===== src/rtl/updown_scan_pkg.sv =====
// updown_scan_pkg
// Shared types and defaults for the up/down scan controller.
//   state_t        : controller states (IDLE, UP, DOWN)
//   DEFAULT_WIDTH  : default width of the count and the bounds
//   DEFAULT_NSW_W  : default width of the sweep-count field
package updown_scan_pkg;

    typedef enum logic [1:0] {
        IDLE = 2'd0,
        UP   = 2'd1,
        DOWN = 2'd2
    } state_t;

    localparam int DEFAULT_WIDTH = 3;
    localparam int DEFAULT_NSW_W = 4;

endpackage


===== src/rtl/updown_counter_en.sv =====
// updown_counter_en
// Loadable up/down counter with a count enable.
//   clk      : rising-edge clock
//   rst      : synchronous active-high reset, clears q
//   en       : step the count by one this edge
//   up       : step direction (1 = increment, 0 = decrement)
//   load     : load load_val; wins over en
//   load_val : value taken on load
//   q        : current count
module updown_counter_en #(
    parameter int WIDTH = 3
) (
    input  logic             clk,
    input  logic             rst,
    input  logic             en,
    input  logic             up,
    input  logic             load,
    input  logic [WIDTH-1:0] load_val,
    output logic [WIDTH-1:0] q
);

    always_ff @(posedge clk) begin
        if (rst) begin
            q <= '0;
        end else if (load) begin
            q <= load_val;
        end else if (en) begin
            q <= up ? q + WIDTH'(1) : q - WIDTH'(1);
        end
    end

endmodule


===== src/rtl/updown_scan_ctrl.sv =====
// updown_scan_ctrl
// Sweeps a count back and forth between latched low and high bounds for a
// programmed number of round trips (0 = run until stopped).
// Optional feature macro: UPDOWN_SCAN_PAUSE_EN adds the 'pause' input, which
// freezes the scan while busy.
//   clk        : rising-edge clock
//   rst        : synchronous active-high reset
//   start      : scan request, only looked at in IDLE
//   stop       : abort to IDLE (wins over start and pause)
//   pause      : (UPDOWN_SCAN_PAUSE_EN only) freeze count/state/sweeps
//   lo, hi     : bounds, latched on an accepted start (lo < hi required)
//   num_sweeps : round trips to run, latched on an accepted start
//   q          : current scan value
//   dir        : 1 while ascending
//   busy       : 1 in UP or DOWN
//   done       : one-cycle pulse after the final sweep completes
//   err        : one-cycle pulse after a rejected start
//   sweeps     : completed round trips
module updown_scan_ctrl
    import updown_scan_pkg::*;
#(
    parameter int WIDTH = DEFAULT_WIDTH,
    parameter int NSW_W = DEFAULT_NSW_W
) (
    input  logic             clk,
    input  logic             rst,
    input  logic             start,
    input  logic             stop,
`ifdef UPDOWN_SCAN_PAUSE_EN
    input  logic             pause,
`endif
    input  logic [WIDTH-1:0] lo,
    input  logic [WIDTH-1:0] hi,
    input  logic [NSW_W-1:0] num_sweeps,
    output logic [WIDTH-1:0] q,
    output logic             dir,
    output logic             busy,
    output logic             done,
    output logic             err,
    output logic [NSW_W-1:0] sweeps
);

    state_t             state;
    state_t             state_next;
    logic [WIDTH-1:0]   lo_r;
    logic [WIDTH-1:0]   hi_r;
    logic [NSW_W-1:0]   nsw_r;
    logic [NSW_W-1:0]   sweeps_r;
    logic               dir_r;
    logic               busy_r;
    logic               done_r;
    logic               err_r;

    logic               hold;
    logic               cnt_en;
    logic               cnt_load;
    logic               accept;
    logic               reject;
    logic               sweep_inc;
    logic               finish;
    logic [WIDTH-1:0]   q_plus;
    logic [WIDTH-1:0]   q_minus;
    logic [NSW_W-1:0]   sweeps_plus;

`ifdef UPDOWN_SCAN_PAUSE_EN
    assign hold = pause;
`else
    assign hold = 1'b0;
`endif

    assign q_plus      = q + WIDTH'(1);
    assign q_minus     = q - WIDTH'(1);
    assign sweeps_plus = sweeps_r + NSW_W'(1);

    // The count register itself; the FSM only decides when to load or step it.
    updown_counter_en #(
        .WIDTH(WIDTH)
    ) u_counter (
        .clk      (clk),
        .rst      (rst),
        .en       (cnt_en),
        .up       (state == UP),
        .load     (cnt_load),
        .load_val (lo),
        .q        (q)
    );

    // Next-state and control decode. On the stop edge the step already
    // scheduled for that cycle still completes, then the count holds in IDLE;
    // this can never leave the range because UP is never at hi and DOWN is
    // never at lo. A stop edge does not count a sweep.
    always_comb begin
        state_next = state;
        cnt_en     = 1'b0;
        cnt_load   = 1'b0;
        accept     = 1'b0;
        reject     = 1'b0;
        sweep_inc  = 1'b0;
        finish     = 1'b0;
        case (state)
            IDLE: begin
                if (start && !stop) begin
                    if (lo < hi) begin
                        accept     = 1'b1;
                        cnt_load   = 1'b1;
                        state_next = UP;
                    end else begin
                        reject = 1'b1;
                    end
                end
            end
            UP: begin
                if (stop) begin
                    cnt_en     = 1'b1;
                    state_next = IDLE;
                end else if (!hold) begin
                    cnt_en = 1'b1;
                    if (q_plus == hi_r) begin
                        state_next = DOWN;
                    end
                end
            end
            DOWN: begin
                if (stop) begin
                    cnt_en     = 1'b1;
                    state_next = IDLE;
                end else if (!hold) begin
                    cnt_en = 1'b1;
                    if (q_minus == lo_r) begin
                        sweep_inc = 1'b1;
                        if ((nsw_r != '0) && (sweeps_plus == nsw_r)) begin
                            finish     = 1'b1;
                            state_next = IDLE;
                        end else begin
                            state_next = UP;
                        end
                    end
                end
            end
            default: begin
                state_next = IDLE;
            end
        endcase
    end

    // State, latched bounds, sweep counter and the registered status outputs.
    // dir and busy are taken from the next state so they line up with q.
    always_ff @(posedge clk) begin
        if (rst) begin
            state    <= IDLE;
            lo_r     <= '0;
            hi_r     <= '0;
            nsw_r    <= '0;
            sweeps_r <= '0;
            dir_r    <= 1'b0;
            busy_r   <= 1'b0;
            done_r   <= 1'b0;
            err_r    <= 1'b0;
        end else begin
            state <= state_next;
            if (accept) begin
                lo_r     <= lo;
                hi_r     <= hi;
                nsw_r    <= num_sweeps;
                sweeps_r <= '0;
            end else if (sweep_inc) begin
                sweeps_r <= sweeps_plus;
            end
            dir_r  <= (state_next == UP);
            busy_r <= (state_next != IDLE);
            done_r <= finish;
            err_r  <= reject;
        end
    end

    assign dir    = dir_r;
    assign busy   = busy_r;
    assign done   = done_r;
    assign err    = err_r;
    assign sweeps = sweeps_r;

endmodule


===== config.mk =====
export PLATFORM = sky130hd
export DESIGN_NAME = updown_scan_ctrl
export DESIGN_NICKNAME = d
export VERILOG_FILES = /design/src/rtl/updown_scan_pkg.sv /design/src/rtl/updown_counter_en.sv /design/src/rtl/updown_scan_ctrl.sv
export SDC_FILE = /design/constraint.sdc
export NUM_CORES = 1
export LEC_CHECK = 0
export CAP_MARGIN = 25
export CORE_MARGIN = 5
export CORE_UTILIZATION = 50
export DETAILED_ROUTE_END_ITERATION = 10
export PLACE_DENSITY = 0.88
export SLEW_MARGIN = 30
export SYNTH_ARGS = -nofsm -noshare
export SYNTH_HDL_FRONTEND = slang
export SYNTH_SLANG_ARGS = --single-unit

===== constraint.sdc =====
create_clock -name clk -period 4.6 [get_ports clk]
set_clock_uncertainty 0.1 [all_clocks]
set_input_delay 0.92 -clock clk [delete_from_list [all_inputs] [get_ports clk]]
set_output_delay 0.92 -clock clk [all_outputs]
set_load 0.005 [all_outputs]

* Word level (Yosys, flattened, before mapping)
Cells that the tools add are included.
** Word-level totals
- Word-level logic and storage cells :: 55
- Bits in latches :: 0
- RAM bits :: 0
- ROM bits :: 0
- Input bits :: 14
- Output and inout port bits :: 11
- Bits in registers :: 23
- Memories :: 0
** Cells by class
- Eq/ne operators :: 6
- Multiplexer cells :: 20
- Shifts and indexed selects :: 0
- Reductions and logical operators :: 11
- Bitwise gates (word level) :: 4
- Multiply operators :: 0
- Add/subtract/negate cells :: 3
- Div/mod/pow operators :: 0
- $lt $le $gt $ge :: 1
** Operator list (count)
- 2-bit 2-to-1 mux :: 6
- 1-bit 2-to-1 mux :: 10
- 3-bit 2-to-1 mux :: 3
- 3-bit equality test :: 2
- 2-bit case mux with 3 select lines :: 1
- 4-bit by 1-bit adder with 4-bit output (second input constant) :: 1
- 2-bit by 1-bit equality test with 1-bit output (second input constant) :: 2
- 4-bit equality test :: 1
- 1-bit inverter :: 4
- 2-bit nonzero test :: 2
- 4-bit nonzero test :: 1
- 2-bit OR reduction :: 2
- 4-bit OR reduction :: 1
- 3-bit by 1-bit adder with 3-bit output (second input constant) :: 1
- 3-bit less-than comparator :: 1
- 3-bit OR reduction :: 1
- 3-bit by 1-bit subtractor with 3-bit output (second input constant) :: 1
- 2-bit equality test (second input constant) :: 1
- 1-bit logical AND :: 2
- 2-bit logical NOT :: 1
- 1-bit logical NOT :: 1

* Depth between registers and ports, before layout
Gate-level depths: netlist of the first run.
- Depth in word-level cells :: 8
- Mapped depth :: 10
- Mapped depth without buffers :: 8

* Cells and area by module
A second synthesis of the first run with hierarchy kept.
** Unflattened totals
- Cell total of the unflattened synthesis :: 135
- Area, all modules :: 1281.2 um2
** Modules (own cells, without submodules)
- updown_scan_ctrl :: area an instance 1107.3 um2, instances 1, sequential area each 400.4 um2, cells an instance 117
- updown_counter_en :: area an instance 173.9 um2, instances 1, sequential area each 60.1 um2, cells an instance 18

* Least setup slack after synthesis of the first run
No wires, ideal clock.
- Kind :: in2reg
- Start :: in hi[2]
- End :: reg hi_r[1]
- Data required time :: 4372 ps
- Stages on the path :: 9
- Buffers on the path :: 2
- Data arrival time :: 2256 ps
- Setup slack :: 2117 ps
- Path through :: inv_1 -> ha_1 -> a21o_1 -> a31oi_1 -> nand3_1 -> buf_2 -> buf_2 -> a21oi_1 -> nor2_1
** Between the ends
- Word-level cells in the longest chain between the ends :: 4
** Ends and longest elaborated chain
- start, declared :: line updown_scan_ctrl.sv:33 : input logic [WIDTH-1:0] hi,
- 3-bit less-than comparator :: line updown_scan_ctrl.sv:103 : if (lo < hi) begin
- 1-bit 2-to-1 mux :: line updown_scan_ctrl.sv:103
- 1-bit 2-to-1 mux :: line updown_scan_ctrl.sv:102 : if (start && !stop) begin
- 1-bit 2-to-1 mux :: line updown_scan_ctrl.sv:100 : case (state)
- end signal, assigned :: line updown_scan_ctrl.sv:163 : hi_r <= hi;
- end, declared :: line updown_scan_ctrl.sv:46 : logic [WIDTH-1:0] hi_r;
Every way passes these cells.
A chain may end at the register's enable or synchronous reset.

* Worst setup path in the final report of the first run
- Start :: in hi[2]
- End :: reg sweeps_r[1] (netlist: sweeps[1])
** Between the ends
- Word-level cells in the longest chain between the ends :: 5
** Ends and longest elaborated chain
- 3-bit less-than comparator :: line updown_scan_ctrl.sv:103
- 1-bit 2-to-1 mux :: line updown_scan_ctrl.sv:103
- 1-bit 2-to-1 mux :: line updown_scan_ctrl.sv:102
- 1-bit 2-to-1 mux :: line updown_scan_ctrl.sv:100
- 2-bit OR reduction (no line)
- end signal, assigned :: line updown_scan_ctrl.sv:167 : sweeps_r <= sweeps_plus;
- end, declared :: line updown_scan_ctrl.sv:48 : logic [NSW_W-1:0] sweeps_r;
Every way passes these cells.

==> flow_summary.json, run 1 <==
{
  "dieArea_um2": 3700,
  "antenna_left": 0,
  "numCtsBuffers": 3,
  "antenna_found_initial": 0,
  "clk_path_buf_depth": 2,
  "drive_gt1_share_pct": 10.1,
  "synth_cells": 135,
  "ir_drop_uv": 166,
  "post-route-util_pct": 63.3,
  "portBuffers": 24,
  "cts_tree": "done",
  "grt_max_degree": 21,
  "vias_per_cell": 5.33,
  "yosysUniqueCellTypes": 36,
  "fmax_ghz": 0.308,
  "post-route-worst-setup-slack_ps": 1350,
  "rsz0062_at_grt": "false",
  "fin_nets": 183,
  "crit_fanout": 20,
  "worstHoldPathCells": 2,
  "io_pins": 25,
  "overflow": 0,
  "path_clk_slew_ps": 130,
  "place_ws_ps": 1020,
  "syn_to_final_growth_pct": 21.5,
  "hpwl_um": 2020,
  "drtIter0Drc": 22,
  "r2r_slack_ps": 2330,
  "root_buffer": "clkbuf_4",
  "end_kind": "flip-flop",
  "period_share_pct": 70.6,
  "synth.avg_cell_area_um2": 9.56,
  "antenna_cells": 0,
  "grt_pass1_vias": 996,
  "postCtsSetupRepairBufs": 0,
  "start_util_pct": 52.1,
  "routed_wl_um": 2530,
  "grtUsageTotal_pct": 15.7,
  "worstHoldStart": "hi_r[1]",
  "grt_pass1_wl_um": 4280,
  "timing.slew.headroom_pct": 38.2,
  "p_leak_nw": 0.691,
  "core-area_um2": 2480,
  "critPathLaunchType": "input pin",
  "hold_end": "hi_r[1]",
  "drv_slew": 0,
  "crit_required_ps": 4710,
  "hold_buffers": 0,
  "synth_nets": 158,
  "hold_viol_final": 0,
  "ys_ff_latch": 23,
  "r2r_start": "u_counter.q[0]",
  "finalSetupTns_ps": 0,
  "n_fill_cell": 221,
  "timing.rr.end": "dir",
  "clock-sinks": 23,
  "worst_slew_pin_slew_ps": 924,
  "hold_path_class": "reg2reg",
  "power_density_nw_per_um2": 270,
  "path_class": "in2reg",
  "clk_latency_ps": 310,
  "place_congestion": 0.800,
  "synth.cell_area_um2": 1290,
  "first_pass_iters": 4,
  "die_height_um": 60.8,
  "fp.dieW_um": 60.8,
  "post_cts_resized": 0,
  "drc": 0,
  "status": "complete, no violations",
  "period_minus_slack_ps": 3250,
  "num_vias": 1007,
  "seq_area_frac_synth_pct": 35.7,
  "yosysWarnings": 0,
  "wl_per_cell_um": 13.4,
  "htreeDepth": 1,
  "maxCapViolCount": 0,
  "finalSetupViolCount": 0,
  "reg2reg_depth": 8,
  "critPathArrivalTime_ps": 3360,
  "num_rows": 18
}
-- layer usage --
metal  vias to the layer above  GRT usage (%)  wire length [um]
li1                        505              -                 -
met1                       475           17.9              1110
met2                        21           27.0              1280
met3                         6           2.55                91
met4                         0           10.2                61
met5                         -              0                 0
-- metrics by stage --
| step | instance area, um^2 | hold slack (ps) | cells | power (mW) |
|---|---|---|---|---|
| floorplan | 1290 | 376 | 135 | 0.297 |
| finish | 1570 | 424 | 189 | 0.423 |
| global route | 1570 | 454 | 189 | 0.443 |
| CTS | 1570 | 433 | 189 | 0.427 |
| global placement | 1540 | 396 | 185 | 0.328 |
| detailed placement | 1540 | 403 | 185 | 0.332 |
-- placed cells by master (no fill, tap or decap), types with 3 or more instances in the layout --
cell             count
clkdlybuf4s50_1     24
nand2_1              6
dfxtp_1             23
ha_1                 9
a211oi_1             3
nor3_1               5
xnor2_1              8
nand3_1              4
nor2_1              23
clkbuf_4             3
inv_1                7
mux2i_1             10
xor2_1               7
-- registers in the layout, summed over array words and instances (netlist names) --
name	cells
state	2
nsw_r	4
sweeps	4
dir	1
u_counter.q	3
hi_r	3
lo_r	3
done	1
err	1
busy	1
-- worst max-delay path by stage --
stage	startpoint	to	slack [ps]	cells after the start
floorplan	hi[2]	hi_r[1]	2120	9
global placement	hi[2]	sweeps[3]	1180	8
detailed placement	hi[2]	sweeps[1]	1020	8
finish	hi[2]	sweeps[1]	1350	8
CTS	hi[2]	sweeps[1]	1380	8
global route	hi[2]	sweeps[1]	1170	8
-- power by group --
part           switching, mW  internal, mW
Combinational         0.0480        0.0602
Clock                 0.0632        0.0325
Sequential           0.00999         0.209
Total                  0.121         0.302
-- critical path, cell delays in order --
cell and delay (ps):
clkdlybuf4s50_1 480, inv_1 70, ha_1 290, a21o_1 160
a31oi_1 230, nand3_1 710, nand2b_1 420, nor2_1 100
-- synthesized netlist by cell type (all sizes together) --
library cell  number  area (um^2)
a211oi             3         22.5
a21boi             1         7.51
a21o               2         16.3
a21oi              2         10.0
a221o              1         10.0
a31oi              2         18.8
a32oi              1         8.76
and2               1         7.51
and2b              2         17.5
and3b              1         8.76
buf                2         10.0
clkbuf             2         17.5
dfxtp             23          460
ha                 9          113
inv                7         26.3
mux2               2         22.5
mux2i             10          100
nand2              6         22.5
nand2b             2         12.5
nand3              5         30.0
nand4              1         12.5
nor2              23         86.3
nor2b              1         6.26
nor3               6         41.3
nor3b              1         7.51
o21ai              2         17.5
xnor2              8         70.1
xnor3              2         46.3
xor2               7         61.3
-- cells by family (layout without fill, tap and decap cells) --
logic type | after synthesis | after routing | share of synthesized area, %
AOI/OAI and AO/OA | 14 | 14 | 8.63
adders and majority gates | 9 | 9 | 8.72
xor gates and xnor gates | 17 | 17 | 13.8
and+or+nand+nor | 49 | 49 | 19.6
muxes | 12 | 12 | 9.50
buffers and inverters | 11 | 35 | 4.17
DFF | 23 | 23 | 35.7
-- layout make-up --
| cell class | count | area (um^2) | share of cell area [%] |
|---|---|---|---|
| clock buffers | 3 | 22.5 | 1.44 |
| clock inverters | 1 | 5.00 | 0.319 |
| inverters | 7 | 26.3 | 1.67 |
| multi-input cells | 101 | 777 | 49.5 |
| flip-flops and latches | 23 | 460 | 29.3 |
| well taps | 30 | 37.5 | 2.39 |
| repair buffers | 24 | 240 | 15.3 |
Power figures use the tool's default switching activity.
==> run 2, diff against run 1 <==
- CORE_UTILIZATION: 50 -> 46
- PLACE_DENSITY: 0.88 -> 0.86
- clock period: 4.6 -> 2.7 ns (I/O delays scaled with it)
==> flow_summary.json, run 2 (synthesized netlist as in run 1, its figures left out) <==
{
  "maxUsedRoutingLayer": "met4",
  "portBuffers": 24,
  "end_kind": "flip-flop",
  "drc": 0,
  "maxCapViolCount": 0,
  "postCtsSetupRepairBufs": 0,
  "finalSetupTns_ps": 0,
  "vias_per_cell": 5.23,
  "crit_fanout": 14,
  "grt_max_degree": 15,
  "root_buffer": "clkbuf_4",
  "io_pins": 25,
  "n_fill_cell": 223,
  "critPathLaunchType": "input pin",
  "crit_required_ps": 2820,
  "critPathArrivalTime_ps": 2370,
  "clk_path_buf_depth": 2,
  "rsz0062_at_grt": "false",
  "layout_commonest_cell": "clkdlybuf4s50_1",
  "status": "complete, no violations",
  "fin_nets": 186,
  "met2WireLength_um": 1300,
  "num_vias": 1010,
  "first_pass_iters": 4,
  "grtUsageTotal_pct": 13.6,
  "hold_buffers": 0,
  "drive_gt1_share_pct": 11.1,
  "antenna_left": 0,
  "cts_tree": "done",
  "hpwl_um": 2110,
  "core-area_um2": 2730,
  "drtIter0Drc": 12,
  "place_congestion": 0.833,
  "overflow": 0,
  "wl_met1_um": 1110,
  "fp.dieW_um": 63.0,
  "post-route-util_pct": 58.2,
  "power.total_mw": 0.723,
  "wl_per_cell_um": 13.3,
  "period_minus_slack_ps": 2250,
  "finalSetupViolCount": 0,
  "grt_pass1_wl_um": 4480,
  "hold_path_class": "reg2reg",
  "final_cell_mix": "clkdlybuf4s50_1, nor2_1, dfxtp_1, mux2i_1, ha_1",
  "power_density_nw_per_um2": 454,
  "num_rows": 19,
  "r2r_slack_ps": 490,
  "syn_to_final_growth_pct": 23.3,
  "routed_wl_um": 2580,
  "drv_slew": 0,
  "numCtsBuffers": 3,
  "die_height_um": 63.0,
  "path_clk_slew_ps": 120,
  "antenna_found_initial": 0,
  "worst_slew_pin_slew_ps": 392,
  "htreeDepth": 1,
  "fmax_ghz": 0.445,
  "ir_drop_uv": 289,
  "path_class": "in2reg",
  "hold_viol_final": 0,
  "clock-sinks": 23,
  "routed-wl-met3_um": 98,
  "antenna_cells": 0,
  "post_cts_resized": 0,
  "grt_pass1_vias": 1071,
  "p_leak_nw": 0.702,
  "period_share_pct": 83.3,
  "dieArea_um2": 3970,
  "start_util_pct": 47.2,
  "timing.slew.headroom_pct": 73.8,
  "clk_latency_ps": 310
}
[run 2: changes by cell type in the layout (fill, tap and decap cells not counted), sizes merged]
| cell | previous run | this run |
|---|---|---|
| buf | 0 | 3 |
| clkbuf | 3 | 4 |
| clkinv | 1 | 0 |
[run 2: critical path: stages]
cell	delay (ps)
clkdlybuf4s50_1	450
inv_1	50
ha_1	280
a21o_1	150
a31oi_1	240
nand3_1	170
buf_4	220
a211oi_1	250
[run 2: routing by layer]
metal	vias to the layer above	global-route usage, %
met5	-	0
li1	512	-
met2	20	24.2
met3	7	1.44
met4	0	7.43
met1	471	15.5
[run 2: report_power, final]
group / switching (mW) / internal, mW / leakage [nW]
clock network: 0.102 / 0.0577 / 0.0150
logic: 0.0838 / 0.106 / 0.500
registers: 0.0169 / 0.357 / 0.187
[run 2: worst paths after layout]
check                 startpoint             end  depth (start not counted)
setup / recovery           hi[2]  u_counter.q[1]                          8
setup reg to reg  u_counter.q[0]             dir                          8
hold / removal           hi_r[1]         hi_r[1]                          2
hold reg to reg          hi_r[1]         hi_r[1]                          2
[run 2: final cells by class]
| type | count | area, um^2 | share of cell area [%] |
|---|---|---|---|
| tap | 31 | 38.8 | 2.44 |
| timing repair buffer | 27 | 263 | 16.5 |
| inverter | 7 | 26.3 | 1.65 |
| clock buffer | 4 | 26.3 | 1.65 |
| multi-input combinational | 101 | 777 | 48.8 |
| sequential | 23 | 460 | 28.9 |
[run 2: per-stage QoR]
| step | hold slack [ps] | instances | area [um^2] | setup slack, ps |
|---|---|---|---|---|
| 3_5_place_dp | 420 | 189 | 1570 | 112 |
| 6_report | 441 | 193 | 1590 | 452 |
| 2_1_floorplan | 376 | 135 | 1290 | 597 |
| 4_1_cts | 446 | 193 | 1590 | 438 |
| 5_1_grt | 464 | 193 | 1590 | 296 |
| 3_3_place_gp | 396 | 189 | 1570 | 214 |
==> run 3, diff against run 2 <==
- CORE_UTILIZATION: 46 -> 50
- PLACE_DENSITY: 0.86 -> 0.88
- clock period: 2.7 -> 2.3 ns (I/O delays scaled with it)
==> flow_summary.json, run 3 (synthesized netlist as in run 1, its figures left out) <==
{
  "fp.dieW_um": 60.8,
  "r2r_start": "state[0]",
  "antenna_found_initial": 0,
  "hold_buffers": 0,
  "hold_end": "hi_r[1]",
  "wl_per_cell_um": 13.4,
  "overflow": 0,
  "drive_gt1_share_pct": 15.4,
  "worstHoldStart": "hi_r[1]",
  "drv_slew": 0,
  "drc": 0,
  "period_share_pct": 93.6,
  "r2r_slack_ps": 180,
  "num_rows": 18,
  "hpwl_um": 2140,
  "routed_wl_um": 2660,
  "drtIter0Drc": 41,
  "final_cell_area_um2": 1640,
  "n_fill_cell": 191,
  "critPathLaunchType": "input pin",
  "finalSetupViolCount": 0,
  "grt_max_degree": 14,
  "power_density_nw_per_um2": 526,
  "fin_cells": 199,
  "p_leak_nw": 0.739,
  "maxCapViolCount": 0,
  "start_util_pct": 52.1,
  "post_cts_resized": 0,
  "critPathArrivalTime_ps": 2320,
  "grtUsageTotal_pct": 16.8,
  "period_minus_slack_ps": 2150,
  "crit_required_ps": 2470,
  "path_class": "in2reg",
  "cts_tree": "done",
  "post-route-util_pct": 66.4,
  "timing.rr.end": "dir",
  "timing.slew.headroom_pct": 80.1,
  "htreeDepth": 1,
  "antenna_left": 0,
  "place_ws_ps": -186,
  "syn_to_final_growth_pct": 27.3,
  "grt_pass1_vias": 1087,
  "worst_slew_pin_slew_ps": 298,
  "regArea_um2": 460,
  "reg2reg_depth": 8,
  "crit_fanout": 3,
  "first_pass_iters": 4,
  "final_cell_mix": "clkdlybuf4s50_1, nor2_1, dfxtp_1, mux2i_1, buf_4",
  "postCtsSetupRepairBufs": 0,
  "fin_nets": 193,
  "hold_viol_final": 0,
  "clock-sinks": 23,
  "grt_pass1_wl_um": 4540,
  "core-area_um2": 2480,
  "layout_commonest_cell": "clkdlybuf4s50_1",
  "vias_per_cell": 5.16,
  "ir_drop_uv": 378,
  "clk_path_buf_depth": 2,
  "crit_path_max_incr_delay_ps": 450,
  "root_buffer": "clkbuf_4",
  "dieArea_um2": 3700,
  "end_kind": "flip-flop",
  "num_vias": 1026,
  "finalSetupTns_ps": 0,
  "hold_path_class": "reg2reg",
  "place_congestion": 0.851,
  "path_clk_slew_ps": 130,
  "rsz0062_at_grt": "false",
  "die_height_um": 60.8,
  "power.total_mw": 0.865,
  "slowest_stage": "clkdlybuf4s50_1",
  "multi_input_area_um2": 777,
  "antenna_cells": 0,
  "portBuffers": 24,
  "status": "complete, no violations",
  "fmax_ghz": 0.465,
  "place_inst": 195,
  "holdWs_ps": 442,
  "crit_path_start": "hi[2]",
  "worstPathCellList": "clkdlybuf4s50_1 -> inv_1 -> ha_1 -> a21o_1 -> a31oi_1 -> nand2_1 -> a221o_1 -> o21ai_2 -> and3b_1",
  "io_pins": 25,
  "post-route-worst-setup-slack_ps": 148,
  "clk_latency_ps": 320,
  "numCtsBuffers": 3,
  "place_area_um2": 1620,
  "worstHoldPathCells": 2
}
-- run 3: cell types whose count changed in the layout (fill, tap and decap cells not counted), sizes merged --
cell and delta:
clkbuf -1, buf +7, clkinv +1
-- run 3: cell type report --
| cell class | count | area share [%] |
|---|---|---|
| multi-input cells | 101 | 47.3 |
| clock buffers | 3 | 1.37 |
| flip-flops and latches | 23 | 28.0 |
| repair buffers | 34 | 19.2 |
| inverters | 7 | 1.60 |
| well taps | 30 | 2.28 |
| clock inverters | 1 | 0.304 |
-- run 3: layer usage --
| layer | part of all wire (%) | GRT usage (%) | up-vias |
|---|---|---|---|
| li1 | - | - | 526 |
| met1 | 45 | 19.4 | 470 |
| met5 | 0 | 0 | - |
| met4 | 2.2 | 9.29 | 0 |
| met3 | 3.9 | 4.04 | 6 |
| met2 | 49 | 28.4 | 24 |
-- run 3: worst max path at each step --
stage                     to  cells past startpoint
finish                   dir                      9
global route         hi_r[1]                     10
CTS                      dir                      9
detailed placement  nsw_r[2]                      9
global placement         dir                      9
floorplan                dir                      8
-- run 3: critical path, delay by kind of cell --
kind / cells / cell delay [ps]
compound gates: 4 / 820
buf+inv: 2 / 500
simple gates: 2 / 260
fa+ha+maj: 1 / 280
-- run 3: where the power goes --
group	switching [mW]	leakage (nW)	internal, mW
Clock	0.124	0.0177	0.0652
Sequential	0.0166	0.187	0.419
Combinational	0.107	0.534	0.133
Total	0.248	0.739	0.617
